==> src/rtl/bitfuscnn_pkg.sv <==
// Shared types for the bitfuscnn operand feed path: SRAM entry, 48b operand word,
// buffered word with end-of-pass tags, and the feeder FSM states.
package bitfuscnn_pkg;

  localparam int LANES = 4;

  typedef struct packed {
    logic [15:0] idx;
    logic [7:0]  val;
  } sram_entry_t;

  typedef struct packed {
    logic [15:0] act_idx;
    logic [7:0]  act;
    logic [15:0] w_idx;
    logic [7:0]  w;
  } operand_word_t;

  typedef struct packed {
    logic          wdone;
    logic          adone;
    operand_word_t word;
  } feeder_entry_t;

  typedef enum logic [1:0] {
    IDLE,
    RUN,
    DRAIN
  } feeder_state_e;

endpackage

==> src/rtl/stream_skid_buffer.sv <==
// Two-entry valid/ready buffer between SRAM return and tile; data visible the cycle after push.
// Head entry holds stable while pop_rdy is low; a push into a full buffer is dropped (caller meters credits).
module stream_skid_buffer #(
  parameter int DATA_W = 48
) (
  input  logic              clk,
  input  logic              reset_n,
  input  logic              push_vld,
  input  logic [DATA_W-1:0] push_dat,
  output logic              pop_vld,
  output logic [DATA_W-1:0] pop_dat,
  input  logic              pop_rdy,
  output logic [1:0]        occupancy
);

  logic [DATA_W-1:0] mem_q [2];
  logic [DATA_W-1:0] mem_d [2];
  logic              wr_ptr_q, wr_ptr_d;
  logic              rd_ptr_q, rd_ptr_d;
  logic [1:0]        count_q, count_d;
  logic              push_ok;
  logic              pop;

  assign pop_vld   = (count_q != 2'd0);
  assign pop_dat   = mem_q[rd_ptr_q];
  assign occupancy = count_q;

  always_comb begin
    push_ok  = push_vld && (count_q != 2'd2);
    pop      = pop_vld && pop_rdy;
    mem_d    = mem_q;
    wr_ptr_d = wr_ptr_q;
    rd_ptr_d = rd_ptr_q;
    if (push_ok) begin
      mem_d[wr_ptr_q] = push_dat;
      wr_ptr_d        = ~wr_ptr_q;
    end
    if (pop) begin
      rd_ptr_d = ~rd_ptr_q;
    end
    count_d = count_q + {1'b0, push_ok} - {1'b0, pop};
  end

  always_ff @(posedge clk or negedge reset_n) begin
    if (!reset_n) begin
      mem_q    <= '{default: '0};
      wr_ptr_q <= 1'b0;
      rd_ptr_q <= 1'b0;
      count_q  <= 2'd0;
    end else begin
      mem_q    <= mem_d;
      wr_ptr_q <= wr_ptr_d;
      rd_ptr_q <= rd_ptr_d;
      count_q  <= count_d;
    end
  end

endmodule

==> src/rtl/operand_stream_feeder.sv <==
// Streams paired weight/activation SRAM entries to the tile; first word valid two edges after start.
// ram_ready low stalls the stream without loss; SRAM reads are credit-limited to the 2-entry buffer.
module operand_stream_feeder
  import bitfuscnn_pkg::*;
#(
  parameter int RAM_WIDTH = 14,
  parameter int WCOUNT_W  = 4,
  parameter int ACOUNT_W  = 8,
  parameter int LANES     = 4
) (
  input  logic                 clk,
  input  logic                 reset_n,
  input  logic                 start,
  input  logic [WCOUNT_W-1:0]  weight_count,
  input  logic [ACOUNT_W-1:0]  activation_count,
  input  logic [RAM_WIDTH-1:0] weight_base,
  input  logic [RAM_WIDTH-1:0] act_base,
  output logic                 wram_en,
  output logic [RAM_WIDTH-1:0] wram_addr,
  input  logic [23:0]          wram_rdata,
  output logic                 aram_en,
  output logic [RAM_WIDTH-1:0] aram_addr,
  input  logic [23:0]          aram_rdata,
  output logic [47:0]          ram_data,
  output logic                 ram_valid,
  input  logic                 ram_ready,
  output logic                 weight_done,
  output logic                 activation_done,
  output logic                 busy
);

  localparam int LANE_W = $clog2(LANES);
  localparam int WG_W   = WCOUNT_W - LANE_W;
  localparam int AG_W   = ACOUNT_W - LANE_W;

  feeder_state_e        state_q, state_d;
  logic [WCOUNT_W-1:0]  wcount_q, wcount_d;
  logic [ACOUNT_W-1:0]  acount_q, acount_d;
  logic [RAM_WIDTH-1:0] wbase_q, wbase_d;
  logic [RAM_WIDTH-1:0] abase_q, abase_d;
  logic [WG_W-1:0]      wg_q, wg_d;
  logic [AG_W-1:0]      ag_q, ag_d;
  logic [LANE_W-1:0]    lane_q, lane_d;
  logic                 pend_q, pend_d;
  logic                 pend_w_q, pend_w_d;
  logic                 pend_a_q, pend_a_d;
  logic                 pend_wdone_q, pend_wdone_d;
  logic                 pend_adone_q, pend_adone_d;
  logic                 zdone_q, zdone_d;

  logic [WCOUNT_W-1:0]  w_off, wcount_m1;
  logic [ACOUNT_W-1:0]  a_off, acount_m1;
  logic                 w_lane_ok, a_lane_ok;
  logic                 w_last_lane, a_last_grp;
  logic [1:0]           occupancy;
  logic [2:0]           used_slots;
  logic                 issue, pop, head_vld;
  feeder_entry_t        head, push_ent;
  sram_entry_t          w_ret, a_ret;

  assign w_off     = {wg_q, lane_q};
  assign a_off     = {ag_q, lane_q};
  assign wcount_m1 = wcount_q - 1'b1;
  assign acount_m1 = acount_q - 1'b1;
  assign w_lane_ok = (w_off < wcount_q);
  assign a_lane_ok = (a_off < acount_q);
  // Last-group tests use (count-1)/4, valid because RUN is only entered with non-zero counts.
  assign w_last_lane = (lane_q == LANE_W'(LANES - 1)) && (wg_q == wcount_m1[WCOUNT_W-1:LANE_W]);
  assign a_last_grp  = (ag_q == acount_m1[ACOUNT_W-1:LANE_W]);

  // A word popped this cycle frees its slot in time for a read issued now.
  assign pop        = head_vld && ram_ready;
  assign used_slots = {1'b0, occupancy} + {2'b0, pend_q} - {2'b0, pop};
  assign issue      = (state_q == RUN) && (used_slots < 3'd2);

  assign wram_en   = issue && w_lane_ok;
  assign aram_en   = issue && a_lane_ok;
  assign wram_addr = wbase_q + RAM_WIDTH'(w_off);
  assign aram_addr = abase_q + RAM_WIDTH'(a_off);

  assign w_ret = wram_rdata;
  assign a_ret = aram_rdata;

  always_comb begin
    push_ent       = '0;
    push_ent.wdone = pend_wdone_q;
    push_ent.adone = pend_adone_q;
    if (pend_w_q) begin
      push_ent.word.w_idx = w_ret.idx;
      push_ent.word.w     = w_ret.val;
    end
    if (pend_a_q) begin
      push_ent.word.act_idx = a_ret.idx;
      push_ent.word.act     = a_ret.val;
    end
  end

  stream_skid_buffer #(
    .DATA_W($bits(feeder_entry_t))
  ) u_skid (
    .clk      (clk),
    .reset_n  (reset_n),
    .push_vld (pend_q),
    .push_dat (push_ent),
    .pop_vld  (head_vld),
    .pop_dat  (head),
    .pop_rdy  (ram_ready),
    .occupancy(occupancy)
  );

  assign ram_data        = head.word;
  assign ram_valid       = head_vld;
  assign weight_done     = (pop && head.wdone) || zdone_q;
  assign activation_done = (pop && head.adone) || zdone_q;
  assign busy            = (state_q != IDLE);

  always_comb begin
    state_d      = state_q;
    wcount_d     = wcount_q;
    acount_d     = acount_q;
    wbase_d      = wbase_q;
    abase_d      = abase_q;
    wg_d         = wg_q;
    ag_d         = ag_q;
    lane_d       = lane_q;
    zdone_d      = 1'b0;
    pend_d       = issue;
    pend_w_d     = wram_en;
    pend_a_d     = aram_en;
    pend_wdone_d = issue && w_last_lane;
    pend_adone_d = issue && w_last_lane && a_last_grp;
    unique case (state_q)
      IDLE: begin
        if (start) begin
          wcount_d = weight_count;
          acount_d = activation_count;
          wbase_d  = weight_base;
          abase_d  = act_base;
          wg_d     = '0;
          ag_d     = '0;
          lane_d   = '0;
          if ((weight_count == '0) || (activation_count == '0)) begin
            zdone_d = 1'b1;
          end else begin
            state_d = RUN;
          end
        end
      end
      RUN: begin
        if (issue) begin
          lane_d = lane_q + 1'b1;
          if (w_last_lane) begin
            wg_d = '0;
            if (a_last_grp) begin
              state_d = DRAIN;
            end else begin
              ag_d = ag_q + 1'b1;
            end
          end else if (lane_q == LANE_W'(LANES - 1)) begin
            wg_d = wg_q + 1'b1;
          end
        end
      end
      DRAIN: begin
        if (pop && head.adone) begin
          state_d = IDLE;
        end
      end
      default: state_d = IDLE;
    endcase
  end

  always_ff @(posedge clk or negedge reset_n) begin
    if (!reset_n) begin
      state_q      <= IDLE;
      wcount_q     <= '0;
      acount_q     <= '0;
      wbase_q      <= '0;
      abase_q      <= '0;
      wg_q         <= '0;
      ag_q         <= '0;
      lane_q       <= '0;
      pend_q       <= 1'b0;
      pend_w_q     <= 1'b0;
      pend_a_q     <= 1'b0;
      pend_wdone_q <= 1'b0;
      pend_adone_q <= 1'b0;
      zdone_q      <= 1'b0;
    end else begin
      state_q      <= state_d;
      wcount_q     <= wcount_d;
      acount_q     <= acount_d;
      wbase_q      <= wbase_d;
      abase_q      <= abase_d;
      wg_q         <= wg_d;
      ag_q         <= ag_d;
      lane_q       <= lane_d;
      pend_q       <= pend_d;
      pend_w_q     <= pend_w_d;
      pend_a_q     <= pend_a_d;
      pend_wdone_q <= pend_wdone_d;
      pend_adone_q <= pend_adone_d;
      zdone_q      <= zdone_d;
    end
  end

endmodule

==> config.mk <==
export PLATFORM = sky130hd
export DESIGN_NAME = operand_stream_feeder
export DESIGN_NICKNAME = d
export VERILOG_FILES = /design/src/rtl/bitfuscnn_pkg.sv /design/src/rtl/stream_skid_buffer.sv /design/src/rtl/operand_stream_feeder.sv
export SDC_FILE = /design/constraint.sdc
export NUM_CORES = 1
export LEC_CHECK = 0
export BUFFER_PORTS_ARGS = -buffer_cell sky130_fd_sc_hd__buf_2
export CAP_MARGIN = 25
export CORE_AREA = 3 3 131 133
export CTS_BUF_LIST = sky130_fd_sc_hd__clkbuf_8
export DETAILED_ROUTE_END_ITERATION = 16
export DIE_AREA = 0 0 134 136
export MAX_ROUTING_LAYER = met4
export PLACE_DENSITY = 0.75
export RECOVER_POWER = 100
export SYNTH_ARGS = -nofsm -noshare
export SYNTH_HDL_FRONTEND = slang
export SYNTH_SLANG_ARGS = --single-unit
export TNS_END_PERCENT = 50
==> constraint.sdc <==
create_clock -name clk -period 2.95 [get_ports clk]
set_clock_uncertainty 0.05 [all_clocks]
set_input_delay 0.4425 -clock clk [delete_from_list [all_inputs] [get_ports clk]]
set_output_delay 0.4425 -clock clk [all_outputs]
set_load 0.01 [all_outputs]
* Yosys cells after proc, flatten, opt, wreduce, memory -nomap -nowiden
Index checks and enable logic that the tools add are counted.
** Word-level totals
- Register bits :: 162
- Output and inout port bits :: 82
** Cells by class
- $add $sub $neg :: 11
- Order comparisons :: 6
- Equal/unequal tests :: 14
- Muxes and demuxes :: 30
- Bitwise operators :: 4
- Reductions and logical operators :: 25
** Operator list (count)
- $mux W50 :: 4
- $bwmux W100 :: 1
- $demux W50 S1 :: 1
- $mux W24 :: 2
- $mux W6 :: 4
- $mux W2 :: 11
- $ne A2 B2 Y1 const B :: 8
- $add A14 B4 Y14 :: 1
- $add A14 B8 Y14 :: 1
- $pmux W6 S2 :: 1
- $logic_and A1 B1 Y1 :: 11
- $logic_not A8 Y1 :: 1
- $lt A8 B8 Y1 :: 1
- $pmux W2 S2 :: 2
- $sub A8 B1 Y8 const B :: 1
- $add A6 B1 Y6 const B :: 1
- $eq A6 B6 Y1 :: 1
- $pmux W2 S3 :: 1
- $reduce_and A6 Y1 :: 1
- $reduce_bool A2 Y1 :: 3
- $reduce_and A5 Y1 :: 1
- $add A2 B1 Y2 const B :: 2
- $eq A2 B2 Y1 const B :: 2
- $ge A2 B2 Y1 const B :: 2
- other kinds (20) :: 26

* Depth between registers and ports, before layout
- Word-level depth :: 7
- Gate-level depth with buffers :: 13
- Gate-level depth less buffers :: 13

* By module
From an unflattened synthesis, not the netlist that was laid out.
** Unflattened totals
- Cells, all modules :: 762
- Area total of the unflattened synthesis :: 8759.7 um^2
** By module, submodules not included
- stream_skid_buffer :: instances 1, cells an instance 289, area an instance 4817.1 um^2, sequential area each 2602.5 um^2
- operand_stream_feeder :: instances 1, cells an instance 473, area an instance 3942.5 um^2, sequential area each 1451.4 um^2

* Worst setup path before layout
No wires, ideal clock.
- Path kind :: register -> output
- From :: register u_skid.count_q[1], in the netlist u_skid.occupancy[1]
- To :: output port aram_en
- Data arrival time :: 2.646 ns
- Path slack :: -0.188 ns
- Cell stages (with the launch flop) :: 13
- Cells stage by stage :: dfrtp_1 -> or2_2 -> nand2_1 -> inv_1 -> ha_1 -> inv_1 -> nand2_1 -> fa_1 -> xnor2_1 -> and2_1 -> nand2_1 -> a211o_1 -> a31oi_1
** Between the ends
- Word-level cells in the longest chain between the ends :: 6
- Elaborated cells between the ends (all ways) :: 7
- Those cells by class :: 2 x add/sub; 1 x order compare; 4 x reduce/logical
** Ends and longest elaborated chain
- from (decl) :: RTL line stream_skid_buffer.sv:20 : logic [1:0] count_q, count_d;
- from (signal assigned) :: RTL line stream_skid_buffer.sv:54 : count_q <= count_d;
- $reduce_bool A2 Y1 :: RTL line stream_skid_buffer.sv:24 : assign pop_vld = (count_q != 2'd0);
- named net ram_valid :: RTL line operand_stream_feeder.sv:25 : output logic ram_valid,
- $logic_and A1 B1 Y1 :: RTL line operand_stream_feeder.sv:72 : assign pop = head_vld && ram_ready;
- named net pop :: RTL line operand_stream_feeder.sv:57 : logic issue, pop, head_vld;
- $sub A3 B1 Y3 :: RTL line operand_stream_feeder.sv:73 : assign used_slots = {1'b0, occupancy} + {2'b0, pend_q} - {2'b0, pop};
- $lt A3 B2 Y1 :: RTL line operand_stream_feeder.sv:74 : assign issue = (state_q == RUN) && (used_slots < 3'd2);
- $logic_and A1 B1 Y1 :: RTL line operand_stream_feeder.sv:74
- $logic_and A1 B1 Y1 :: RTL line operand_stream_feeder.sv:77 : assign aram_en = issue && a_lane_ok;
- to (decl) :: RTL line operand_stream_feeder.sv:21 : output logic aram_en,
The timed path passes the listed nets, and every way through them passes these cells.

* Worst setup path after layout
- From :: register u_skid.count_q[1], in the netlist u_skid.occupancy[1]
- To :: output port aram_en
** Between the ends
- Word-level cells in the longest chain between the ends :: 6
- Elaborated cells between the ends (all ways) :: 7
- Those cells by class :: 2 x add/sub; 1 x order compare; 4 x reduce/logical
** Ends and longest elaborated chain (RTL line)
- $reduce_bool A2 Y1 :: stream_skid_buffer.sv:24
- $logic_and A1 B1 Y1 :: operand_stream_feeder.sv:72
- named net pop :: operand_stream_feeder.sv:57
- $sub A3 B1 Y3 :: operand_stream_feeder.sv:73
- $lt A3 B2 Y1 :: operand_stream_feeder.sv:74
- $logic_and A1 B1 Y1 :: operand_stream_feeder.sv:74
- $logic_and A1 B1 Y1 :: operand_stream_feeder.sv:77
The timed path passes the listed nets, and every way through them passes these cells.

==> metrics.txt <==
Mean Syn Cell Area about 9.4 sq um; Clock Latency Late Sink between 0.4 and 0.5 ns; Hold Fails Final Rpt 0; mux cell area share after synthesis 8.07%; Psw 3.75 mW; CTS tree built; I/O pin cnt about 170; measured slew at the worst slew-check pin roughly 1.7 ns; final slew viol count 67; # rows 46; Compound-Gate Fraction of Synth Area 13.0%; number of synthesized flops with an enable pin 0; vias 6568; Seq pwr share a little under two fifths; CP Max Fanout 3; synth unique cells 52; #FFs+latches synth between 150 and 200; most frequent cells in the layout 261 x nand2_1, 172 x buf_2, 161 x dfrtp_1; most common cell after layout, fill and taps aside nand2_1; total CTS buffers 17; chip height 136 um; P_int between 5 and 6 mW; global-route wire length before repair just over 30000 um; DR DRC count 0; layout cells sized above 1 33.3%; CP Launch Type register; Crit path largest cell delay 0.58 ns; Final WS setup -0.439 ns; f_max 295 MHz; Worst Path Arrival between 2 and 3 ns; syn_nets ~1000; grt ovf 0; Initial Util between 50 and 60%; outcome finished, violations left; setup_tns -0.918 ns; DR iter-0 viols between 300 and 400; drt pass-1 iters 4; DIE AREA 0.0182 sq mm; CTS Root Cell clkbuf_8; largest net degree at the start of global routing 85; Via density 5.08; Post-DRT Antenna Nets 0; CTS H-tree lvls 4; number of max-cap violations 1; CORE AREA ~0.016 sq mm; Layout area overhead 24.1%; Mapped Cells 870; Worst-path clk slew around 0.090 ns; adder-cell area share of the yosys netlist under 10%; nature of the critical path endpoint output port; initial antenna violation count 0; power density over the cells approximately 960 mW/mm^2; shortest period the worst path allows 3.39 ns; final wirelength slightly below 20000 um; Die X about 130 um; clock sink count roughly 160; dpl cell area around 0.0094 sq mm; Setup Slack @ Placement -0.0996 ns; Bufs on Longest Clock Path 2; Max transition margin -14.6%; vias in the first global route between 6000 and 7000; IO Port Bufs around 170; Design Area, Final 0.0101 sq mm; Synth Area in XOR/XNOR between 3 and 4%; synth warn 0; WS Path Type register to output port; final hold slack ~0.12 ns; Synth Area in Simple Gates approximately 18%; Comb power frac 45.9%; critical path data required time 2.46 ns; top_reg_cell synth dfrtp_1; Top delay family on crit path adder cells; P_leak just over 5 nW; RSZ-0062 raised after global routing yes; final worst-path cycle share 115%; failing checks capacitance limit, slew limit, setup timing; Clock Power Share ~17%; Worst Hold Class input port to register; setup violators final 6; Max stage delay cell, worst path fa_2; DP HPWL roughly 13000 um; Switching Share around 39%; synthesized cell area ~0.0081 sq mm; CP bufs+invs 3; critical-path cell list or2_4 > nand2_4 > inv_2 > ha_4 > inv_2 > nand2_2 > fa_2 > and2_4 > nand2_4 > a211o_1 > a31oi_4 > buf_2; post-DR wirelength/cell around 15 um; largest family of logic cells by synthesized area simple AND/OR/NAND/NOR gates; ys async rst share 100%; register area share after synthesis between 40% and 50%; All-Layer GR Usage 21.4%; fin nets between 1000 and 1500; RePlAce Congestion 0.814; peak supply drop roughly 0.46 mV
-- area by class of cell --
| cell class | instances | area, sq um |
|---|---|---|
| clock buffer | 19 | 262 |
| tap | 216 | 270 |
| sequential | 162 | 4060 |
| inverter | 29 | 109 |
| multi-input combinational | 638 | 4020 |
| timing repair buffer | 214 | 1240 |
| antenna | 1 | 2.50 |
| fill | 1355 | 5840 |
| clock inverter | 13 | 149 |
-- worst register-to-register path, stage by stage, from the launching register on --
cell      delay, ns
dfrtp_1        0.39
or2_4          0.26
nand2_4        0.06
inv_2          0.04
ha_4           0.20
inv_2          0.05
nand2_2        0.05
fa_2           0.58
and2_4         0.16
buf_4          0.11
and3_1         0.19
nand2_2        0.14
a211oi_2       0.20
mux2i_1        0.20
-- sequential cells by signal, indices dropped and copies added, names as in the netlist, 2 cells and up --
signal	count
lane_q	2
abase_q	14
ag_q	6
wcount_q	4
acount_q	8
state_q	2
wbase_q	14
u_skid.mem_q	100
wg_q	2
u_skid.occupancy	2
-- layer usage --
| metal | up-vias | global-route usage [%] | wire (um) |
|---|---|---|---|
| met5 | - | - | 0 |
| li1 | 3299 | - | - |
| met1 | 3084 | 28.8 | 8960 |
| met2 | 164 | 33.3 | 9040 |
| met3 | 21 | 4.18 | 984 |
| met4 | 0 | 6.06 | 266 |
-- cell usage after synthesis, types with 2 or more instances --
cell type | count | share of area, %
a211o_1 | 2 | 0.22
a211oi_1 | 5 | 0.46
a211oi_2 | 4 | 0.61
a21boi_0 | 2 | 0.18
a21o_1 | 8 | 0.74
a21oi_1 | 14 | 0.86
and2_1 | 3 | 0.23
and3_1 | 5 | 0.38
buf_1 | 3 | 0.14
clkbuf_1 | 38 | 1.8
dfrtp_1 | 162 | 50
fa_1 | 3 | 0.74
ha_1 | 27 | 4.1
inv_1 | 29 | 1.3
mux2_2 | 53 | 7.3
mux2i_1 | 6 | 0.74
nand2_1 | 267 | 12
nand2b_1 | 10 | 0.77
nand3_1 | 11 | 0.68
nor2_1 | 20 | 0.92
nor2b_1 | 6 | 0.46
nor3_1 | 2 | 0.12
nor3b_1 | 2 | 0.18
nor4_1 | 4 | 0.31
o21a_1 | 3 | 0.28
o21ai_0 | 113 | 6.9
o21ai_1 | 6 | 0.37
o21bai_1 | 2 | 0.18
o31a_1 | 2 | 0.22
or2_2 | 6 | 0.46
xnor2_1 | 18 | 1.9
xor2_1 | 14 | 1.5
-- through the flow --
| stage | instances | util [%] | power, mW |
|---|---|---|---|
| after floorplan | 870 | - | 6.07 |
| after global placement | 1238 | 58.8 | 7.46 |
| after detailed placement | 1238 | 58.8 | 7.57 |
| after CTS | 1279 | 62.3 | 9.46 |
| after global routing | 1291 | 63.4 | 10.4 |
| final | 1292 | 63.4 | 9.65 |
-- path summary, 6_finish.rpt --
| path | from | end | slack, ns | cells after the start |
|---|---|---|---|---|
| max | u_skid.occupancy[1] | aram_en | -0.44 | 12 |
| min | act_base[12] | abase_q[12] | 0.12 | 3 |
| max reg2reg | u_skid.occupancy[1] | ag_q[5] | 0.20 | 13 |
| min reg2reg | u_skid.mem_q[10] | u_skid.mem_q[10] | 0.43 | 2 |
| max in group asynchronous | reset_n | ag_q[1] | 0.67 | 3 |
| min in group asynchronous | reset_n | u_skid.mem_q[10] | 0.96 | 2 |
-- logic make-up after synthesis --
kind of cell | Yosys count
AO/OA/AOI/OAI | 175
flip-flops | 162
XOR/XNOR | 32
adder cells (fa/ha/maj) | 30
AND/OR/NAND/NOR | 342
buffers and inverters | 70
multiplexers | 59
-- power by group through the flow --
| stage | sequential [mW] | combinational (mW) | clock, mW |
|---|---|---|---|
| finish | 3.56 | 4.43 | 1.67 |
| global route | 3.66 | 4.92 | 1.81 |
| CTS | 3.55 | 4.21 | 1.70 |
| detailed placement | 3.58 | 3.98 | 0 |
| global placement | 3.55 | 3.91 | 0 |
| floorplan | 3.41 | 2.67 | 0 |
-- timing repair --
action / in CTS / in global routing
gates cloned: 0 / 0
setup buffers: 8 / 13
pin swaps: 14 / 20
gates resized for setup: 21 / 23
endpoints found under the setup margin: 12 / 22
hold buffers: 1 / 0
endpoints found under the hold margin: 65 / 0
Note: power is estimated with default switching activity, not from simulation.
